==> config.mk <==
export PLATFORM = sky130hd
export DESIGN_NAME = memory_access
export DESIGN_NICKNAME = d
export VERILOG_FILES = /design/src/rtl/memory_access.sv
export SDC_FILE = /design/constraint.sdc
export NUM_CORES = 1
export LEC_CHECK = 0
export ABC_AREA = 1
export BUFFER_PORTS_ARGS = -buffer_cell sky130_fd_sc_hd__buf_4
export CORE_ASPECT_RATIO = 2
export CORE_MARGIN = 2
export CORE_UTILIZATION = 35
export CTS_BUF_LIST = sky130_fd_sc_hd__clkbuf_4
export CTS_CLUSTER_SIZE = 30
export DETAILED_ROUTE_END_ITERATION = 10
export SLEW_MARGIN = 15
export SYNTH_ARGS = -nofsm -noshare
export SYNTH_HDL_FRONTEND = slang
export SYNTH_SLANG_ARGS = --single-unit
==> constraint.sdc <==
create_clock -name mem_clk -period 2.2 [get_ports mem_clk]
set_clock_uncertainty 0.2 [all_clocks]
set_input_delay 0.11 -clock mem_clk [delete_from_list [all_inputs] [get_ports mem_clk]]
set_output_delay 0.11 -clock mem_clk [all_outputs]
set_load 0.02 [all_outputs]
==> src/rtl/memory_access.sv <==
// RV32I memory stage: req/ack data-memory access with store formatting and load alignment.
// Optional MEM_MISALIGN_TRAP_EN traps misaligned or illegal accesses instead of force-aligning.
`ifndef OPCODE_WIDTH
`define OPCODE_WIDTH 7
`endif
`ifndef LOAD
`define LOAD 7'b0000011
`endif
`ifndef STORE
`define STORE 7'b0100011
`endif

module memory_access #(
   parameter int AWIDTH      = 5,
   parameter int DWIDTH      = 32,
   parameter int FUNCT_WIDTH = 3,
   parameter int PC_WIDTH    = 32
) (
   input  logic                     mem_clk,
   input  logic                     mem_rst,
   input  logic                     mem_i_ce,
   input  logic                     mem_i_stall,
   input  logic                     mem_i_flush,
   input  logic [`OPCODE_WIDTH-1:0] mem_i_opcode,
   input  logic [FUNCT_WIDTH-1:0]   mem_i_funct3,
   input  logic [DWIDTH-1:0]        mem_i_alu_value,
   input  logic [DWIDTH-1:0]        mem_i_data_rs2,
   input  logic [AWIDTH-1:0]        mem_i_addr_rd,
   input  logic [DWIDTH-1:0]        mem_i_data_rd,
   input  logic                     mem_i_we_reg,
   input  logic [PC_WIDTH-1:0]      mem_i_pc,
   output logic                     mem_o_req,
   output logic                     mem_o_wr,
   output logic [DWIDTH-1:0]        mem_o_addr,
   output logic [DWIDTH-1:0]        mem_o_wdata,
   output logic [3:0]               mem_o_wstrb,
   input  logic                     mem_i_ack,
   input  logic [DWIDTH-1:0]        mem_i_rdata,
   output logic                     mem_o_ce,
   output logic                     mem_o_we_reg,
   output logic [AWIDTH-1:0]        mem_o_addr_rd,
   output logic [DWIDTH-1:0]        mem_o_data_rd,
   output logic [PC_WIDTH-1:0]      mem_o_pc,
   output logic                     mem_o_stall,
   output logic                     mem_o_exception
);

   typedef enum logic {IDLE = 1'b0, BUSY = 1'b1} state_e;

   state_e                 state_q;
   logic [FUNCT_WIDTH-1:0] funct3_q;
   logic                   is_load, is_store, legal, trap;
   logic [DWIDTH-1:0]      addr_d, wdata_d, shifted, load_data_d;
   logic [3:0]             wstrb_d;
`ifdef MEM_MISALIGN_TRAP_EN
   logic                   misaligned;
   logic                   exc_q;
`endif

   assign mem_o_stall = (state_q == BUSY);

   always_comb begin
      is_load  = (mem_i_opcode == `LOAD);
      is_store = (mem_i_opcode == `STORE);
      legal    = is_load ? !(mem_i_funct3 == 3'b011 || mem_i_funct3 == 3'b110 ||
                             mem_i_funct3 == 3'b111)
                         : (mem_i_funct3 < 3'b011);
`ifdef MEM_MISALIGN_TRAP_EN
      misaligned = (mem_i_funct3[1:0] == 2'b01 && mem_i_alu_value[0]) ||
                   (mem_i_funct3[1:0] == 2'b10 && mem_i_alu_value[1:0] != 2'b00);
      trap       = !legal || misaligned;
`else
      trap       = !legal;
`endif
      // Without the trap, halfword/word accesses are silently aligned down.
      addr_d = mem_i_alu_value;
      if (mem_i_funct3[1:0] == 2'b01) addr_d[0] = 1'b0;
      if (mem_i_funct3[1:0] == 2'b10) addr_d[1:0] = 2'b00;
      case (mem_i_funct3[1:0])
         2'b00: begin
            wstrb_d = 4'b0001 << addr_d[1:0];
            wdata_d = {4{mem_i_data_rs2[7:0]}};
         end
         2'b01: begin
            wstrb_d = 4'b0011 << {addr_d[1], 1'b0};
            wdata_d = {2{mem_i_data_rs2[15:0]}};
         end
         default: begin
            wstrb_d = 4'b1111;
            wdata_d = mem_i_data_rs2;
         end
      endcase
   end

   // Load extraction uses the latched request, not the live execute-stage inputs.
   always_comb begin
      shifted = mem_i_rdata >> {mem_o_addr[1:0], 3'b000};
      case (funct3_q)
         3'b000:  load_data_d = {{24{shifted[7]}}, shifted[7:0]};
         3'b100:  load_data_d = {24'd0, shifted[7:0]};
         3'b001:  load_data_d = {{16{shifted[15]}}, shifted[15:0]};
         3'b101:  load_data_d = {16'd0, shifted[15:0]};
         default: load_data_d = shifted;
      endcase
   end

   always_ff @(posedge mem_clk or negedge mem_rst) begin
      if (!mem_rst) begin
         state_q       <= IDLE;
         funct3_q      <= '0;
         mem_o_req     <= 1'b0;
         mem_o_wr      <= 1'b0;
         mem_o_addr    <= '0;
         mem_o_wdata   <= '0;
         mem_o_wstrb   <= 4'b0000;
         mem_o_ce      <= 1'b0;
         mem_o_we_reg  <= 1'b0;
         mem_o_addr_rd <= '0;
         mem_o_data_rd <= '0;
         mem_o_pc      <= '0;
`ifdef MEM_MISALIGN_TRAP_EN
         exc_q         <= 1'b0;
`endif
      end else begin
         case (state_q)
            IDLE: begin
               if (!mem_i_stall) begin
`ifdef MEM_MISALIGN_TRAP_EN
                  exc_q <= 1'b0;
`endif
                  if (!mem_i_ce || mem_i_flush) begin
                     mem_o_ce     <= 1'b0;
                     mem_o_we_reg <= 1'b0;
                  end else if (!(is_load || is_store)) begin
                     mem_o_ce      <= 1'b1;
                     mem_o_we_reg  <= mem_i_we_reg;
                     mem_o_data_rd <= mem_i_data_rd;
                     mem_o_addr_rd <= mem_i_addr_rd;
                     mem_o_pc      <= mem_i_pc;
                  end else if (trap) begin
                     mem_o_ce      <= 1'b1;
                     mem_o_we_reg  <= 1'b0;
                     mem_o_addr_rd <= mem_i_addr_rd;
                     mem_o_pc      <= mem_i_pc;
`ifdef MEM_MISALIGN_TRAP_EN
                     exc_q         <= 1'b1;
`endif
                  end else begin
                     state_q       <= BUSY;
                     funct3_q      <= mem_i_funct3;
                     mem_o_ce      <= 1'b0;
                     mem_o_we_reg  <= 1'b0;
                     mem_o_req     <= 1'b1;
                     mem_o_wr      <= is_store;
                     mem_o_addr    <= addr_d;
                     mem_o_wstrb   <= is_store ? wstrb_d : 4'b0000;
                     mem_o_wdata   <= wdata_d;
                     mem_o_addr_rd <= mem_i_addr_rd;
                     mem_o_pc      <= mem_i_pc;
                  end
               end
            end
            BUSY: begin
               if (mem_i_ack) begin
                  state_q      <= IDLE;
                  mem_o_req    <= 1'b0;
                  mem_o_ce     <= 1'b1;
                  mem_o_we_reg <= !mem_o_wr;
                  if (!mem_o_wr) mem_o_data_rd <= load_data_d;
               end
            end
            default: state_q <= IDLE;
         endcase
      end
   end

`ifdef MEM_MISALIGN_TRAP_EN
   assign mem_o_exception = exc_q;
`else
   assign mem_o_exception = 1'b0;
`endif

endmodule

=== After elaboration in Yosys (flattened, before gate mapping) ===
Cells that the tools add are included.

* Register bits: 145
* Bits in latches: 0
* Memory bits (writable): 0
* ROM bits: 0
* Input bits: 182
* Output and inout port bits: 143
* Memories: 0

* $add $sub $neg: 0
* Multiply operators: 0
* Divide/modulo/power cells: 0
* $lt $le $gt $ge: 1
* Eq/ne operators: 17
* Shifts and indexed selects: 3
* Mux-type cells: 36
* Bitwise gates (word level): 3
* Reductions and logical operators: 14

{| class="wikitable"
|+ Operators with widths
! operator !! count
|-
| 32-bit two-way mux || 5
|-
| 32-bit case mux with 2 select lines || 2
|-
| 32-bit case mux with 4 select lines || 1
|-
| 32-bit by 5-bit right shift with 32-bit output || 1
|-
| 1-bit two-way mux || 21
|-
| 5-bit AND reduction || 3
|-
| 2-bit != test (second input constant) || 7
|-
| 3-bit == test (second input constant) || 4
|-
| 1-bit case mux with 2 select lines || 4
|-
| 4-bit case mux with 2 select lines || 1
|-
| 7-bit by 2-bit == test with 1-bit output (second input constant) || 1
|-
| 7-bit by 6-bit == test with 1-bit output (second input constant) || 1
|-
| 1-bit logical OR || 4
|-
| 4-bit two-way mux || 1
|-
| 1-bit by 2-bit left shift with 4-bit output (first input constant) || 1
|-
| 2-bit by 2-bit left shift with 4-bit output (first input constant) || 1
|-
| 3-bit by 1-bit == test with 1-bit output (second input constant) || 1
|-
| 3-bit by 2-bit == test with 1-bit output (second input constant) || 1
|-
| 1-bit zero test || 3
|-
| 3-bit zero test || 1
|-
| 3-bit by 2-bit < comparator with 1-bit output (second input constant) || 1
|-
| 1-bit inverter || 3
|-
| 3-bit AND reduction || 1
|-
| 2-bit by 1-bit == test with 1-bit output (second input constant) || 1
|-
| 4 further kinds || 4
|}

=== Depth between registers and ports, before layout ===
* Depth in word-level cells: 10
* Mapped depth: 10

=== Least setup slack after synthesis ===
No wires, ideal clock.

* Kind: register to register
* Start point: register state_q (netlist: mem_o_stall)
* End point: register mem_o_data_rd[10]
* Arrival: 1.443 ns
* Data required time: 1.935 ns
* Setup slack: 0.492 ns
* Stages on the path, launching flop included: 9
* Period minus slack after synthesis: 1.708 ns
* Path through: dfrtp_1 > buf_2 > inv_2 > nand4_1 > nand3_1 > buf_2 > buf_2 > nand2_1 > nand2_1

* Word-level cells in the longest chain between the ends: 3

{| class="wikitable"
|+ Ends and longest elaborated chain
! item !! line !! text
|-
| from (decl) || 50 || <nowiki>state_e state_q;</nowiki>
|-
| from (signal assigned) || 109 || <nowiki>state_q <= IDLE;</nowiki>
|-
| from (signal assigned) || 149 || <nowiki>state_q <= BUSY;</nowiki>
|-
| from (signal assigned) || 165 || <nowiki>state_q <= IDLE;</nowiki>
|-
| 1-bit inverter (no source line) || -- ||
|-
| 2-bit != test (no source line) || -- ||
|-
| 5-bit AND reduction (no source line) || -- ||
|-
| to (signal assigned) || 137 || <nowiki>mem_o_data_rd <= mem_i_data_rd;</nowiki>
|-
| to (signal assigned) || 169 || <nowiki>if (!mem_o_wr) mem_o_data_rd <= load_data_d;</nowiki>
|-
| to (decl) || 42 || <nowiki>output logic [DWIDTH-1:0] mem_o_data_rd,</nowiki>
|}

Several ways; a longest one is shown, not always the timed one.
A chain may end at the register's enable or synchronous reset.

=== Final worst setup path ===
* Start point: input port mem_i_funct3[1]
* End point: register mem_o_wstrb[0]

* Word-level cells in the longest chain between the ends: 6

{| class="wikitable"
|+ Ends and longest elaborated chain
! item !! line !! text
|-
| from (decl) || 25 || <nowiki>input logic [FUNCT_WIDTH-1:0] mem_i_funct3,</nowiki>
|-
| 2-bit by 1-bit == test with 1-bit output (tied with other cells) || 77, 79 ||
|-
| 1-bit two-way mux or 1-bit logical OR (tied branches) || 77, 65 ||
|-
| 2-bit two-way mux or 1-bit logical OR (tied branches) || 78, 65 ||
|-
| 1-bit by 2-bit left shift with 4-bit output or 1-bit zero test (tied branches) || 81, 65 ||
|-
| 4-bit case mux with 2 select lines or 1-bit two-way mux (tied branches) || 79, 65 ||
|-
| 4-bit two-way mux or 5-bit AND reduction (tied branches) || -- ||
|-
| to (signal assigned) || 156 || <nowiki>mem_o_wstrb <= is_store ? wstrb_d : 4'b0000;</nowiki>
|-
| to (decl) || 36 || <nowiki>output logic [3:0] mem_o_wstrb,</nowiki>
|}

Several ways; a longest one is shown, not always the timed one.

==> metrics.json <==
{
  "status": {"value": "finished clean"},
  "vias_in_the_first_global_route": {"value": 8636},
  "cts_sinks": {"value": 145},
  "rsz0062_at_grt": {"value": "false"},
  "post-route-worst-setup-slack": {"value": 0.0185, "unit": "ns"},
  "detail_route.drc_violations": {"value": 0},
  "final_util": {"value": 0.604},
  "critPathMostFrequentCell": {"value": "sky130_fd_sc_hd__dlygate4sd3_1"},
  "routed_via_density": {"value": 4.63},
  "layout_min_cycle_time": {"value": 2.18, "unit": "ns"},
  "synth_seq_area_share": {"value": 0.501},
  "hold_depth": {"value": 7},
  "final_min_period_over_clock_period": {"value": 0.992},
  "placementRows": {"value": 74},
  "globalRouteTotalUtil": {"value": 0.260},
  "final-hold-violation-count": {"value": 0},
  "r2r_cells": {"value": 8},
  "timing.rr.start": {"value": "mem_o_addr[0]"},
  "pre_cts_ws": {"value": 0.375, "unit": "ns"},
  "setup_viol_count_final": {"value": 0},
  "detail_route.wirelength": {"value": 28200, "unit": "µm"},
  "tritoncts": {"value": "done"},
  "grt_antenna_before_repair": {"value": 1},
  "whs": {"value": 0.0686, "unit": "ns"},
  "htreeDepth": {"value": 4},
  "total_power": {"value": 6.81, "unit": "mW"},
  "grt_first_pass_wirelength": {"value": 44600, "unit": "µm"},
  "leakage": {"value": 6.72, "unit": "nW"},
  "path_max_fanout": {"value": 7},
  "timing.final.max_slew_violations": {"value": 0},
  "drive_gt1_frac": {"value": 0.250},
  "finish.net_count": {"value": 1723},
  "min_path_type": {"value": "in -> reg"},
  "antenna_left": {"value": 0},
  "wire_per_inst": {"value": 15.5, "unit": "µm"},
  "regToRegEndpoint": {"value": "mem_o_data_rd[2]"},
  "core_area": {"value": 20400, "unit": "µm²"},
  "holdCritStartpoint": {"value": "mem_i_opcode[2]"},
  "clockRootBuffer": {"value": "sky130_fd_sc_hd__clkbuf_4"},
  "fill_cells": {"value": 1879},
  "largest_net_degree_at_the_start_of_global_routing": {"value": 67},
  "synth_cells": {"value": 1030},
  "detail_route.iter0.violations": {"value": 365},
  "start_util": {"value": 0.355},
  "grt_overflow_total": {"value": 0},
  "stdcell_area": {"value": 12300, "unit": "µm²"},
  "hold_end": {"value": "mem_o_data_rd[0]"},
  "drv.max_cap_violation_count": {"value": 0},
  "fp.dieW": {"value": 106, "unit": "µm"},
  "finish.cell_count_without_fillers": {"value": 1820},
  "path_cells": {"value": "dlygate4sd3_1, buf_4, nor2_4, dlygate4sd3_1, buf_6, a21oi_1, dlygate4sd3_1, nand4_1, nand2_1"},
  "place.port_buffers": {"value": 323},
  "vias": {"value": 8422},
  "insertion_delay": {"value": 0.53, "unit": "ns"},
  "gp_routability_congestion": {"value": 0.923},
  "ys_seq_elements": {"value": 145},
  "yosysUniqueCellTypes": {"value": 25},
  "timing.setup.tns": {"value": 0, "unit": "ns"},
  "numPlacedInstances": {"value": 1588},
  "syn-num-nets": {"value": 1212},
  "critical_path_endpoint_category": {"value": "register"},
  "worst_path_largest_cell_delay": {"value": 0.58, "unit": "ns"},
  "timing.critical_path.slowest_stage_cell": {"value": "sky130_fd_sc_hd__dlygate4sd3_1"},
  "max_clock_freq": {"value": 458, "unit": "MHz"},
  "die_h": {"value": 207, "unit": "µm"},
  "detailedPlacementHpwl": {"value": 19600, "unit": "µm"},
  "post_synth_instance_area": {"value": 7240, "unit": "µm²"},
  "worst-slew-pin-transition": {"value": 0.596, "unit": "ns"},
  "worst_slew_margin_rel": {"value": 0.603},
  "total_cts_buffers": {"value": 17},
  "path_clk_slew": {"value": 0.14, "unit": "ns"},
  "cts-root-to-sink-buffers": {"value": 2},
  "synth_area_per_cell": {"value": 7.02, "unit": "µm²"},
  "timing.critical_path.required": {"value": 2.43, "unit": "ns"},
  "crit_arrival": {"value": 2.41, "unit": "ns"},
  "critPathKind": {"value": "in -> reg"},
  "detailed_place.area": {"value": 9950, "unit": "µm²"},
  "die_area": {"value": 21900, "unit": "µm²"},
  "drt_pass1_iterations": {"value": 5},
  "areaGrowthSynthToFinish": {"value": 69.9, "unit": "%"},
  "reg2reg_setup_slack": {"value": 0.09, "unit": "ns"},
  "ir_worst_vdd": {"value": 0.458, "unit": "mV"},
  "top_level_ports": {"value": 325},
  "power.density": {"value": 554, "unit": "nW/µm²"},
  "synth_warnings": {"value": 0},
  "startpoint_type": {"value": "primary input"}
}
-- timing repair --
item	in CTS	in global routing
setup endpoints to repair	0	13
hold buffers	200	0
endpoints found under the hold margin	290	0
resized for setup	0	16
setup buffers	0	0
-- critical path, delay by kind of cell --
family | cells | cell delay (ns)
AO/OA/AOI/OAI | 1 | 0.06
buffers and inverters | 5 | 1.99
AND/OR/NAND/NOR | 3 | 0.26
-- layout make-up --
type                    instances  area [µm²]  share of cell area
flip-flops and latches        145        3630               0.295
inverters                      75         289              0.0235
repair buffers                546        4700               0.382
clock buffers                  18         135              0.0110
clock inverters                13         145              0.0118
diodes                          1        2.50            0.000204
multi-input cells             756        3060               0.249
well taps                     266         333              0.0271
-- layer usage --
metal  share of wire  global-route usage
met4           0.068               0.170
met1            0.36               0.273
met5               0                   0
met2            0.53               0.468
met3           0.043              0.0433
-- cell families after synthesis --
kind of cell           synth area share
AND/OR/NAND/NOR                   0.365
flip-flops                        0.501
buffers and inverters            0.0776
AO/OA/AOI/OAI                    0.0555
other                          0.000518
-- Yosys cell counts (all sizes together) --
| cell | n | area [µm²] |
|---|---|---|
| nand2 | 493 | 1850 |
| dfrtp | 145 | 3630 |
| nor2 | 128 | 490 |
| inv | 72 | 270 |
| nand3 | 50 | 250 |
| a21oi | 38 | 201 |
| o21ai | 34 | 170 |
| buf | 29 | 185 |
| clkbuf | 25 | 93.8 |
| nand4 | 6 | 37.5 |
| a21boi | 3 | 22.5 |
| clkinv | 3 | 12.5 |
| a21o | 1 | 7.51 |
| conb | 1 | 3.75 |
| nor3 | 1 | 5.00 |
| or2 | 1 | 6.26 |
-- power by group --
part / internal (mW) / leakage [nW] / switching, mW / total (mW)
clock: 0.776 / 0.150 / 0.981 / 1.76
sequential: 2.93 / 1.81 / 0.170 / 3.10
combinational: 0.972 / 4.76 / 0.984 / 1.96
-- how the worst max path moves through the flow --
stage,start,endpoint,cells past startpoint
floorplan,mem_o_stall,mem_o_data_rd[10],8
global placement,mem_o_addr[0],mem_o_data_rd[20],8
detailed placement,mem_o_stall,mem_o_wdata[4],7
CTS,mem_o_addr[0],mem_o_data_rd[4],9
global route,mem_i_funct3[1],mem_o_wstrb[0],9
finish,mem_i_funct3[1],mem_o_wstrb[0],9
-- placed cells by master (no fill, tap or decap), types with 2 or more instances in the layout --
cell type	count
sky130_fd_sc_hd__nand3_1	49
sky130_fd_sc_hd__inv_1	69
sky130_fd_sc_hd__dlygate4sd3_1	199
sky130_fd_sc_hd__buf_4	334
sky130_fd_sc_hd__bufinv_16	3
sky130_fd_sc_hd__o21ai_1	15
sky130_fd_sc_hd__clkinv_1	3
sky130_fd_sc_hd__clkinv_2	5
sky130_fd_sc_hd__nor2_1	125
sky130_fd_sc_hd__nand4_1	6
sky130_fd_sc_hd__o21ai_0	19
sky130_fd_sc_hd__inv_2	3
sky130_fd_sc_hd__nor2_2	2
sky130_fd_sc_hd__a21oi_1	37
sky130_fd_sc_hd__clkbuf_4	18
sky130_fd_sc_hd__dfrtp_1	144
sky130_fd_sc_hd__a21boi_0	3
sky130_fd_sc_hd__nand2_1	492
sky130_fd_sc_hd__buf_12	6
sky130_fd_sc_hd__clkinvlp_4	3
sky130_fd_sc_hd__buf_6	7
Note: power is estimated with default switching activity, not from simulation.
